**src/rtl/pio_fifo_pair.sv**
```systemverilog
// pio_fifo_pair: TX/RX FIFO pair between the host bus and one PIO machine.
// Optional PIO_FIFO_JOIN_EN lets one direction borrow the other's storage.
module pio_fifo_pair #(
  parameter int WIDTH = 32,
  parameter int DEPTH = 4,
  localparam int LW = $clog2(2*DEPTH) + 1
) (
  input  logic             clk,
  input  logic             reset,
  input  logic             clear,
`ifdef PIO_FIFO_JOIN_EN
  input  logic             join_tx,
  input  logic             join_rx,
`endif
  input  logic [WIDTH-1:0] tx_wdata,
  input  logic             tx_wr,
  output logic             tx_full,
  output logic [LW-1:0]    tx_level,
  input  logic             sm_pull,
  output logic [WIDTH-1:0] sm_din,
  output logic             sm_empty,
  input  logic             sm_push,
  input  logic [WIDTH-1:0] sm_dout,
  output logic             sm_full,
  input  logic             rx_rd,
  output logic [WIDTH-1:0] rx_rdata,
  output logic             rx_empty,
  output logic [LW-1:0]    rx_level,
  input  logic [1:0]       flag_clr,
  output logic             tx_overflow,
  output logic             rx_underflow
);

  localparam int PW = LW - 1;
  localparam logic [LW-1:0] CAP1 = LW'(DEPTH);
  localparam logic [LW-1:0] CAP2 = LW'(2*DEPTH);

  logic [WIDTH-1:0] mem [2*DEPTH];
  logic [PW-1:0]    tx_wp, tx_rp, rx_wp, rx_rp;
  logic [PW-1:0]    tx_msk, rx_msk, rx_base;
  logic [LW-1:0]    tx_cap, rx_cap;
  logic             jt, jr, flush;
  logic             tx_we, tx_re, rx_we, rx_re;

`ifdef PIO_FIFO_JOIN_EN
  logic jtx_q, jrx_q;

  // Both joins set cancel out; any edge on either input flushes.
  assign jt    = join_tx & ~join_rx;
  assign jr    = join_rx & ~join_tx;
  assign flush = clear | (join_tx != jtx_q)
                       | (join_rx != jrx_q);

  always_ff @(posedge clk) begin
    jtx_q <= join_tx;
    jrx_q <= join_rx;
  end
`else
  assign jt    = 1'b0;
  assign jr    = 1'b0;
  assign flush = clear;
`endif

  always_comb begin
    tx_cap = jt ? CAP2 : (jr ? '0 : CAP1);
    rx_cap = jr ? CAP2 : (jt ? '0 : CAP1);
  end

  assign tx_msk  = PW'(tx_cap - 1'b1);
  assign rx_msk  = PW'(rx_cap - 1'b1);
  assign rx_base = jr ? '0 : PW'(DEPTH);

  assign tx_full  = (tx_level == tx_cap);
  assign sm_empty = (tx_level == '0);
  assign sm_full  = (rx_level == rx_cap);
  assign rx_empty = (rx_level == '0);

  assign tx_we = tx_wr   & ~tx_full  & ~flush;
  assign tx_re = sm_pull & ~sm_empty & ~flush;
  assign rx_we = sm_push & ~sm_full  & ~flush;
  assign rx_re = rx_rd   & ~rx_empty & ~flush;

  assign sm_din   = sm_empty ? '0 : mem[tx_rp];
  assign rx_rdata = rx_empty ? '0 : mem[rx_base | rx_rp];

  always_ff @(posedge clk) begin
    if (tx_we) mem[tx_wp] <= tx_wdata;
    if (rx_we) mem[rx_base | rx_wp] <= sm_dout;
  end

  always_ff @(posedge clk) begin
    if (reset || flush) begin
      tx_wp    <= '0;
      tx_rp    <= '0;
      tx_level <= '0;
      rx_wp    <= '0;
      rx_rp    <= '0;
      rx_level <= '0;
    end else begin
      if (tx_we) tx_wp <= (tx_wp + 1'b1) & tx_msk;
      if (tx_re) tx_rp <= (tx_rp + 1'b1) & tx_msk;
      if (rx_we) rx_wp <= (rx_wp + 1'b1) & rx_msk;
      if (rx_re) rx_rp <= (rx_rp + 1'b1) & rx_msk;
      tx_level <= tx_level + LW'(tx_we) - LW'(tx_re);
      rx_level <= rx_level + LW'(rx_we) - LW'(rx_re);
    end
  end

  // Flags survive clear; a new error wins over a same-cycle clear.
  always_ff @(posedge clk) begin
    if (reset) begin
      tx_overflow  <= 1'b0;
      rx_underflow <= 1'b0;
    end else begin
      tx_overflow  <= (tx_wr & tx_full)
                    | (tx_overflow & ~flag_clr[0]);
      rx_underflow <= (rx_rd & rx_empty)
                    | (rx_underflow & ~flag_clr[1]);
    end
  end

endmodule

```
**config.mk**
```make
export PLATFORM = sky130hd
export DESIGN_NAME = pio_fifo_pair
export DESIGN_NICKNAME = d
export VERILOG_FILES = /design/src/rtl/pio_fifo_pair.sv
export SDC_FILE = /design/constraint.sdc
export NUM_CORES = 1
export LEC_CHECK = 0
export ABC_AREA = 1
export ABC_CLOCK_PERIOD_IN_PS = 2900
export BUFFER_PORTS_ARGS = -buffer_cell sky130_fd_sc_hd__buf_4
export CAP_MARGIN = 0
export CORE_ASPECT_RATIO = 1.5
export CORE_MARGIN = 2
export CORE_UTILIZATION = 51
export CTS_CLUSTER_DIAMETER = 150
export DETAILED_ROUTE_END_ITERATION = 8
export GPL_TIMING_DRIVEN = 0
export PLACE_DENSITY_LB_ADDON = 0.25
export SYNTH_ARGS = -nofsm -noshare
export SYNTH_HDL_FRONTEND = slang
export SYNTH_SLANG_ARGS = --single-unit
```
**constraint.sdc**
```tcl
create_clock -name clk -period 2.9 [get_ports clk]
set_input_delay 0.58 -clock clk [delete_from_list [all_inputs] [get_ports clk]]
set_output_delay 0.58 -clock clk [all_outputs]
set_load 0.02 [all_outputs]
```
Word level (Yosys, flattened, before mapping)
Memory sizes are Yosys's and may differ from the RTL's. A register that Yosys moved wholly into a read port is not among the register bits.
Index checks and enable logic that the tools add are counted.
{"block": "word_totals", "register_bits": 18, "word_cells": 53, "mem_bits_rw": 256, "out_inout_bits": 78, "mem_count": 1}
{"memory": "mem", "depth": 8, "width": 32, "rd": 2, "rd_ports_with_merged_regs": 2, "write_ports": 2, "line": "38", "rtl": "logic [WIDTH-1:0] mem [2*DEPTH];"}
{"block": "classes", "add_sub_neg": 8, "n_bitwise": 21, "mux": 10, "eq_ne": 2, "reduce_logical": 3}
{"cell": "2-to-1 mux 32 bit", "n": 2}
{"cell": "bitwise AND 1 bit", "n": 12}
{"cell": "2-to-1 mux 3 bit", "n": 4}
{"cell": "adder 2 x 1 -> 2 bit (second input constant)", "n": 4}
{"cell": "adder 4 x 1 -> 4 bit", "n": 2}
{"cell": "equality test 4 x 3 -> 1 bit (second input constant)", "n": 2}
{"cell": "logical NOT 4 bit", "n": 2}
{"cell": "subtractor 4 x 1 -> 4 bit", "n": 2}
{"cell": "NOT 1 bit", "n": 7}
{"cell": "2-to-1 mux 1 bit", "n": 4}
{"cell": "OR 1 bit", "n": 2}
{"cell": "logical OR 1 bit", "n": 1}

Logic depth before layout (Yosys ltp)
Gate-level depths: netlist (run 1).
{"block": "logic_depth", "word_depth": 6, "mapped_depth": 12}

Least setup slack after synthesis (run 1)
Ideal clock, no wire load.
{"block": "synth_path", "path_kind": "register to register", "start": "register tx_level[3]", "end": "memory mem[0][0] (enable)", "path_stages_with_launch": 6, "slack_ns": 0.112, "t_arrival_ns": 2.367, "n_path_buf": 0, "path_cell_list": "dfxtp_1 inv_1 ha_1 nand3_1 nand3_1 nor2_1"}
{"item": "start, declared", "line": "18", "rtl": "output logic [LW-1:0] tx_level,"}
{"item": "start signal, assigned", "line": "104", "rtl": "tx_level <= tx_level + LW'(tx_we) - LW'(tx_re);"}
{"item": "end, declared", "line": "38"}

Worst setup path in the final report (run 1)
{"block": "layout_path", "start": "register rx_level[2]", "end": "output rx_rdata[6]"}
{"block": "layout_via", "elab_chain_len": 2}
{"item": "start, declared", "line": "28", "rtl": "output logic [LW-1:0] rx_level,"}
{"item": "start signal, assigned", "line": "105", "rtl": "rx_level <= rx_level + LW'(rx_we) - LW'(rx_re);"}
{"item": "logical NOT 4 bit", "line": "76", "rtl": "assign rx_empty = (rx_level == '0);"}
{"item": "2-to-1 mux 32 bit", "line": "84", "rtl": "assign rx_rdata = rx_empty ? '0 : mem[rx_base | rx_rp];"}
{"item": "end, declared", "line": "26", "rtl": "output logic [WIDTH-1:0] rx_rdata,"}
Every way passes these cells.

==> results_tabular.tex, run 1 <==
\begin{tabular}{lr}
\hline
Metric & Value \\
\hline
\multicolumn{2}{l}{\textbf{Min path}} \\
\quad Hold/Removal Path Class & in -> reg \\
\multicolumn{2}{l}{\textbf{STA}} \\
\quad Slew margin rel. & between 50\% and 60\% \\
\quad Worst hold slack & 0.251 ns \\
\quad Unrepaired setup endpoints after global routing & false \\
\quad Post-layout min period & 2.72 ns \\
\quad Upper clock frequency limit & approximately 370 MHz \\
\quad Endpoints failing hold & 0 \\
\quad Max-slew violation count & 0 \\
\quad Final setup viols & 0 \\
\quad Actual slew at the worst max-slew pin & 0.602 ns \\
\quad Clock skew after layout & 0.0131 ns \\
\quad Post-route fraction of the period consumed by the critical path & 93.9\% \\
\multicolumn{2}{l}{\textbf{CTS}} \\
\quad Hold-fix buffers at CTS & 0 \\
\quad Clock network latency to the later pin of the worst-skew pair & 0.53 ns \\
\quad Total of cells resized after clock tree synthesis & 1 \\
\quad Maximum buffer depth of the clock tree & 3 \\
\quad Clock buffer count from CTS & 26 \\
\quad Post CTS Setup Buffer Count & 0 \\
\quad TritonCTS Sinks & 278 \\
\quad Clock tree from TritonCTS & yes \\
\quad Max H-tree Level & 1 \\
\quad Clock Pin Slew Worst Setup and Hold Paths & 0.07 ns \\
\quad Clock Tree Root & sky130\_fd\_sc\_hd\_\_clkbuf\_16 \\
\multicolumn{2}{l}{\textbf{Layout}} \\
\quad Synth-to-layout area growth & 22.8\% \\
\quad Number of nets in the final layout & 1200 \\
\quad Share of layout cells above drive strength 1 & 21.0\% \\
\quad Diodes inserted & 0 \\
\quad Final cell count without fillers & 1395 \\
\quad Cell area after layout & 13700 um2 \\
\quad Share of the core filled with cells in the final layout & 63.6\% \\
\multicolumn{2}{l}{\textbf{Pwr}} \\
\quad Final Total Pwr & 8.66 mW \\
\quad Power density cells & 632 nW/um2 \\
\quad Net Sw Frac & 21.9\% \\
\quad Reported leakage power & around 5.1 nW \\
\quad Logic gate share of total power & $\sim$9\% \\
\quad Net Switching & 1.90 mW \\
\quad Relative contribution of sequential cells to total power & 51.8\% \\
\quad Internal portion of total power & between 6 and 7 mW \\
\quad Peak supply drop & $\sim$0.7 mV \\
\quad Relative contribution of the clock network to total power & around two fifths \\
\multicolumn{2}{l}{\textbf{Global routing}} \\
\quad Global-route total usage across every layer & 20.3\% \\
\quad Wire length of the first global-routing pass & between 30000 and 40000 um \\
\quad Number of antenna violations at the first check in global routing & 0 \\
\quad Largest net degree at the start of global routing & 29 \\
\quad Via count of the first global-routing pass & 7197 \\
\quad Gr ovfl total & 0 \\
\multicolumn{2}{l}{\textbf{Routing}} \\
\quad Vias per Instance & 5.26 \\
\quad Final Routed Wirelength & 24000 um \\
\quad Final routed DRC violation total & 0 \\
\quad First-pass iteration count of the detailed router & 4 \\
\quad Via count & 7342 \\
\quad Violation count after the first detailed-routing iteration & between 400 and 500 \\
\quad Drt wl/cell & 17.2 um \\
\quad Number of antenna-violating nets in the routed design & 0 \\
\multicolumn{2}{l}{\textbf{Place}} \\
\quad Placed cells & 1349 \\
\quad Placed standard-cell area & between 10000 and 15000 um2 \\
\quad RePlAce Congestion & approximately 0.77 \\
\quad Half-perimeter wire length after placement & 16000 um \\
\quad Count of input and output buffers & 150 \\
\multicolumn{2}{l}{\textbf{Setup path}} \\
\quad Crit path required time & approximately 2.3 ns \\
\quad CP Capture Point & rx\_rdata[6] \\
\quad Depth of the worst register-to-register path & 10 \\
\quad Classification of the worst setup path & reg -> out \\
\quad Setup crit start kind & register \\
\quad Register-to-Register Setup Slack & between 0.3 and 0.4 ns \\
\quad CP Max Fanout & 10 \\
\quad Source of the critical timing path & rx\_level[2] \\
\quad RR Endpoint & rx\_level[2] \\
\quad Signal arrival time at the worst endpoint & 2.14 ns \\
\quad Beginning of the worst register-to-register path & rx\_level[3] \\
\quad Critical path capture point type & output pin \\
\multicolumn{2}{l}{\textbf{Run status}} \\
\quad Run status & complete, no violations \\
\multicolumn{2}{l}{\textbf{Synth}} \\
\quad Post-synthesis cell type with the largest combined area & sky130\_fd\_sc\_hd\_\_edfxtp\_1 \\
\quad Part of the Yosys area used for sequential elements & 72.8\% \\
\quad Share of flip-flops with an asynchronous set or reset & 0\% \\
\quad Predominant post-synthesis flop cell & sky130\_fd\_sc\_hd\_\_edfxtp\_1 \\
\quad Warning count from the yosys run & 0 \\
\quad Leading cell types by total area after synthesis & sky130\_fd\_sc\_hd\_\_edfxtp\_1 (69\%), sky130\_fd\_sc\_hd\_\_nor2\_1 (9.5\%), sky130\_fd\_sc\_hd\_\_dfxtp\_1 (3.9\%), sky130\_fd\_sc\_hd\_\_a21oi\_1 (3.4\%), sky130\_fd\_sc\_hd\_\_o21ai\_1 (3.2\%) \\
\quad Most frequently used cell type in the post-synthesis netlist & sky130\_fd\_sc\_hd\_\_nor2\_1 \\
\quad Post-Syn Area & 11200 um2 \\
\quad Synth unique cells & 21 \\
\quad Post-synthesis average cell area & 12.1 um2 \\
\quad Number of synthesized register bits & 278 \\
\quad Top post-synthesis cells by count & sky130\_fd\_sc\_hd\_\_nor2\_1 (284), sky130\_fd\_sc\_hd\_\_edfxtp\_1 (256), sky130\_fd\_sc\_hd\_\_a21oi\_1 (75), sky130\_fd\_sc\_hd\_\_o21ai\_1 (71), sky130\_fd\_sc\_hd\_\_o21ai\_0 (57) \\
\quad Gate Count Post-Synth & between 900 and 1000 \\
\quad Count of flip-flops with a built-in enable after synthesis & 256 \\
\quad Share of Yosys cell area claimed by the top area cell type & between 60 and 70\% \\
\quad Net count after synthesis & 1014 \\
\multicolumn{2}{l}{\textbf{Floorplanning}} \\
\quad Number of top-level pins & 151 \\
\quad Floorplan Core Area & 21600 um2 \\
\quad Height of the chip & between 150 and 200 um \\
\quad Initial Utilization & 51.8\% \\
\quad Die width & 125 um \\
\quad Site row count & 66 \\
\quad Die ar. & 23100 um2 \\
\multicolumn{2}{l}{\textbf{Run}} \\
\quad \# Max-Cap Violations & 0 \\
\hline
\end{tabular}
-- power groups by stage --
stage | Combinational, mW | Sequential [mW] | Clock, mW
floorplan | 0.391 | 4.58 | 0
global placement | 0.750 | 4.58 | 0
detailed placement | 0.783 | 4.58 | 0
CTS | 0.786 | 4.49 | 3.44
global route | 0.851 | 4.49 | 3.59
finish | 0.778 | 4.49 | 3.39
-- metal layers --
layer / wire (um) / vias up / GRT usage [%] / share of wire, %
li1: - / 3560 / - / -
met1: 8910 / 3522 / 22.6 / 37
met2: 13100 / 224 / 39.3 / 55
met3: 1560 / 36 / 3.84 / 6.5
met4: 435 / 0 / 6.16 / 1.8
met5: 0 / - / 0 / 0
-- flip-flops by register name, summed over array words and instances, names as in the netlist, 2 cells and up, named ones only --
register,cells
mem,256
tx_rp,2
rx_level,4
tx_level,4
tx_wp,2
rx_wp,2
rx_rp,2
-- cell families (layout without fill, tap and decap cells) --
| logic type | count (synthesis) | after routing | synth area share [%] |
|---|---|---|---|
| xor gates and xnor gates | 3 | 3 | 0.235 |
| AOI/OAI and AO/OA | 203 | 203 | 9.10 |
| DFF | 278 | 278 | 72.8 |
| and+or+nand+nor | 323 | 323 | 11.1 |
| adders and majority gates | 22 | 22 | 2.60 |
| buffers and inverters | 90 | 294 | 4.15 |
-- area by class of cell --
| class | count | area, um2 |
|---|---|---|
| timing repair buffer | 158 | 1290 |
| buffer | 46 | 298 |
| clock inverter | 16 | 193 |
| clock buffer | 30 | 666 |
| multi-input combinational | 551 | 2630 |
| sequential | 278 | 8130 |
| inverter | 44 | 166 |
| fill | 1638 | 7840 |
| tap | 272 | 340 |
-- critical path: stages, from the launching register on --
cell and delay [ns]:
sky130_fd_sc_hd__dfxtp_1 0.36, sky130_fd_sc_hd__inv_1 0.07, sky130_fd_sc_hd__ha_1 0.19, sky130_fd_sc_hd__nand2_1 0.17, sky130_fd_sc_hd__clkinv_2 0.17, sky130_fd_sc_hd__buf_2 0.24, sky130_fd_sc_hd__a21oi_1 0.23, sky130_fd_sc_hd__buf_4 0.19
-- layout by cell type (no fill, tap or decap), drive strengths merged --
| cell type | instances |
|---|---|
| nand3 | 14 |
| fa | 2 |
| xnor2 | 1 |
| edfxtp | 256 |
| ha | 20 |
| nand2 | 23 |
| clkinv | 12 |
| xor2 | 2 |
| dfxtp | 22 |
| inv | 42 |
| clkbuf | 45 |
| nand4 | 1 |
| a21oi | 75 |
| o21ai | 128 |
| clkinvlp | 2 |
| bufinv | 4 |
| buf | 189 |
| nor2 | 285 |
-- through the flow --
stage	TNS [ns]	setup slack (ns)
6_report	0	0.176
4_1_cts	0	0.118
2_1_floorplan	0	0.112
3_5_place_dp	0	0.209
5_1_grt	0	0.0205
3_3_place_gp	-253.14	-1.07
-- worst min-delay path by stage --
stage	slack [ns]	from	endpoint	depth (start not counted)
after floorplan	0.46	tx_rp[0]	register	2
after global placement	0.46	tx_overflow	tx_overflow	2
after detailed placement	0.47	tx_overflow	tx_overflow	2
after CTS	0.23	tx_wdata[29]	mem[1][29]	1
after global routing	0.23	tx_wdata[29]	mem[1][29]	1
final	0.25	sm_dout[17]	mem[6][17]	1
Note: power is estimated with default switching activity, not from simulation.
==> run 2, diff against run 1 <==
- CORE_MARGIN: 2 -> 5
- CORE_UTILIZATION: 51 -> 40
- SLEW_MARGIN: not set -> 0
==> run 2 against run 1 <==
  * Clock power grew 3%
  * Via count shrank 1.1%
  * Final cell count grew 5.4%
  * Clock-buffer cell count grew 6
  * Design area grew 0.96%
  * Non-clock buffer count is the same
  * Power grew 1.1%
  * Combinational power grew 1%
  * Register-to-register slack gained 0.06 ns
  * Routed wire length grew 6.3%
==> results_tabular.tex, run 2 (synthesized netlist as in run 1, its figures left out) <==
\begin{tabular}{lr}
\hline
Metric & Value \\
\hline
\multicolumn{2}{l}{\textbf{Run status}} \\
\quad Run status & complete, no violations \\
\multicolumn{2}{l}{\textbf{Global routing}} \\
\quad Number of antenna violations at the first check in global routing & 0 (unchanged) \\
\quad Largest net degree at the start of global routing & 28 (-3.4\%) \\
\quad Via count of the first global-routing pass & 7337 (+1.9\%) \\
\quad Wire length of the first global-routing pass & 39400 um (+6.4\%) \\
\quad Global-route total usage across every layer & 15.7\% (-4.6 points) \\
\quad Gr ovfl total & 0 (unchanged) \\
\multicolumn{2}{l}{\textbf{Pwr}} \\
\quad Power density cells & 632 nW/um2 (+0.14\%) \\
\quad Peak supply drop & 0.538 mV (-21\%) \\
\quad Reported leakage power & 5.12 nW (+0.50\%) \\
\multicolumn{2}{l}{\textbf{Layout}} \\
\quad Number of nets in the final layout & 1200 (unchanged) \\
\quad Share of the core filled with cells in the final layout & 49.8\% (-14 points) \\
\quad Share of layout cells above drive strength 1 & 21.6\% (+0.58 points) \\
\quad Diodes inserted & 0 (unchanged) \\
\quad Cell area after layout & 13800 um2 (+0.96\%) \\
\quad Largest register FFs & 256 (unchanged) \\
\quad Most common cell after layout, fill and taps aside & sky130\_fd\_sc\_hd\_\_nor2\_1 \\
\quad Top library cells by usage in the layout, fill and taps aside & sky130\_fd\_sc\_hd\_\_nor2\_1 (276), sky130\_fd\_sc\_hd\_\_edfxtp\_1 (256), sky130\_fd\_sc\_hd\_\_buf\_4 (150) \\
\quad Final cell count without fillers & 1471 (+5.4\%) \\
\quad Synth-to-layout area growth & 24.0\% \\
\quad Register containing the most flip-flops in the final layout & mem \\
\quad Largest registers in the final layout & mem: 256 flops, rx\_level: 4 flops, tx\_level: 4 flops \\
\multicolumn{2}{l}{\textbf{Floorplanning}} \\
\quad Floorplan Core Area & 27800 um2 (+29\%) \\
\quad Die ar. & 31400 um2 (+36\%) \\
\quad Number of top-level pins & 151 (unchanged) \\
\quad Initial Utilization & 40.2\% (-12 points) \\
\quad Site row count & 75 (+14\%) \\
\quad Die width & 146 um (+17\%) \\
\quad Height of the chip & 215 um (+16\%) \\
\multicolumn{2}{l}{\textbf{Run}} \\
\quad \# Max-Cap Violations & 0 (unchanged) \\
\multicolumn{2}{l}{\textbf{Place}} \\
\quad Half-perimeter wire length after placement & 17200 um (+7.5\%) \\
\quad Dpl ws & 0.234 ns (+0.0241 ns) \\
\quad Count of input and output buffers & 150 (unchanged) \\
\quad RePlAce Congestion & 0.749 (-2.6\%) \\
\quad Placed cells & 1423 (+5.5\%) \\
\quad Placed standard-cell area & 12900 um2 (+0.72\%) \\
\multicolumn{2}{l}{\textbf{STA}} \\
\quad Clock skew after layout & 0.0136 ns (+0.000522 ns) \\
\quad Final setup viols & 0 (unchanged) \\
\quad Upper clock frequency limit & 366 MHz (-0.20\%) \\
\quad Unrepaired setup endpoints after global routing & false \\
\quad Crit path setup slack, layout & 0.171 ns (-0.00533 ns) \\
\quad Endpoints failing hold & 0 (unchanged) \\
\quad Actual slew at the worst max-slew pin & 0.587 ns (-0.0143 ns) \\
\quad Post-layout min period & 2.73 ns (+0.00533 ns) \\
\quad Slew margin rel. & 60.9\% (+0.95 points) \\
\quad Post-route fraction of the period consumed by the critical path & 94.1\% (+0.18 points) \\
\quad Worst hold slack & 0.238 ns (-0.0131 ns) \\
\quad Max-slew violation count & 0 (unchanged) \\
\multicolumn{2}{l}{\textbf{CTS}} \\
\quad Max H-tree Level & 1 (unchanged) \\
\quad Maximum buffer depth of the clock tree & 3 (unchanged) \\
\quad Clock tree from TritonCTS & yes \\
\quad TritonCTS Sinks & 278 (unchanged) \\
\quad Clock buffer count from CTS & 26 (unchanged) \\
\quad Clock network latency to the later pin of the worst-skew pair & 0.52 ns (about the same) \\
\quad Clock Tree Root & sky130\_fd\_sc\_hd\_\_clkbuf\_16 \\
\quad Clock Pin Slew Worst Setup and Hold Paths & 0.07 ns (about the same) \\
\quad Hold-fix buffers at CTS & 0 (unchanged) \\
\multicolumn{2}{l}{\textbf{Setup path}} \\
\quad Register-to-Register Setup Slack & 0.41 ns (+0.06 ns) \\
\quad Beginning of the worst register-to-register path & tx\_level[3] \\
\quad Slowest cell on crit path & sky130\_fd\_sc\_hd\_\_dfxtp\_1 \\
\quad Classification of the worst setup path & reg -> out \\
\quad Depth of the worst register-to-register path & 11 (+1) \\
\quad Cell family with most CP delay & buffers and inverters \\
\quad Crit path required time & 2.32 ns (about the same) \\
\quad Buf+Inv Stages, Crit Path & 4 (unchanged) \\
\quad Signal arrival time at the worst endpoint & 2.15 ns (about the same) \\
\quad Setup crit start kind & register \\
\quad Critical path capture point type & output pin \\
\quad CP Max Fanout & 10 (unchanged) \\
\quad RR Endpoint & tx\_level[2] \\
\quad Highest cell delay on the worst timing path & 0.37 ns (about the same) \\
\quad Cell-by-cell trace of the critical path & inv\_1 -> ha\_1 -> nand2\_1 -> clkinv\_2 -> buf\_2 -> a21oi\_1 -> buf\_4 \\
\multicolumn{2}{l}{\textbf{Min path}} \\
\quad End point of the most critical hold path & rx\_underflow \\
\quad Hold Path Origin & reset \\
\quad Hold/Removal Path Class & in -> reg \\
\quad Hold Crit Depth & 2 (+1) \\
\multicolumn{2}{l}{\textbf{Routing}} \\
\quad First-pass iteration count of the detailed router & 5 (+1) \\
\quad Vias per Instance & 4.94 (-6.2\%) \\
\quad Violation count after the first detailed-routing iteration & 360 (-12\%) \\
\quad Drt wl/cell & 17.3 um (+0.82\%) \\
\quad Final routed DRC violation total & 0 (unchanged) \\
\quad Final Routed Wirelength & 25500 um (+6.3\%) \\
\quad Via count & 7260 (-1.1\%) \\
\quad Number of antenna-violating nets in the routed design & 0 (unchanged) \\
\hline
\end{tabular}
run 2: worst max-delay path by stage:
stage               cells past startpoint            to         from
finish                                  7  rx_rdata[13]  rx_level[2]
global route                            7  rx_rdata[13]  rx_level[2]
CTS                                     7   rx_rdata[8]  rx_level[2]
detailed placement                      9   rx_level[2]        clear
global placement                        4    mem[3][18]        clear
floorplan                               5     mem[0][0]  tx_level[3]
run 2: final cells by class:
cell class | count | area (um2)
fill | 2431 | 13900
sequential | 278 | 8130
multi-input combinational | 551 | 2640
timing repair buffer | 158 | 1290
clock buffer | 36 | 751
tap | 346 | 433
buffer | 46 | 298
inverter | 44 | 166
clock inverter | 12 | 139
run 2: where the power goes:
group | total (mW) | switching (mW) | leakage [nW] | internal [mW]
registers | 4.49 | 0.0232 | 2.50 | 4.47
clock network | 3.48 | 1.40 | 0.436 | 2.08
logic | 0.786 | 0.491 | 2.18 | 0.295
total | 8.75 | 1.91 | 5.12 | 6.84
run 2: what timing repair did:
action | CTS | global route
setup buffers | 0 | 0
setup endpoints to repair | 5 | 7
endpoints found under the hold margin | 0 | 0
gates resized for setup | 1 | 3
gates cloned | 0 | 0
run 2: metal layers:
layer	GRT usage (%)	share of wire (%)	vias to the layer above
met4	4.49	1.9	0
met3	3.45	6.5	36
met2	30.2	54	190
met1	17.1	38	3473
li1	-	-	3561
met5	0	0	-
run 2: stage by stage:
stage               total power [mW]  TNS (ns)
floorplan                       4.97         0
global placement                5.34   -289.50
detailed placement              5.37         0
CTS                             8.86         0
global route                    9.11         0
finish                          8.75         0
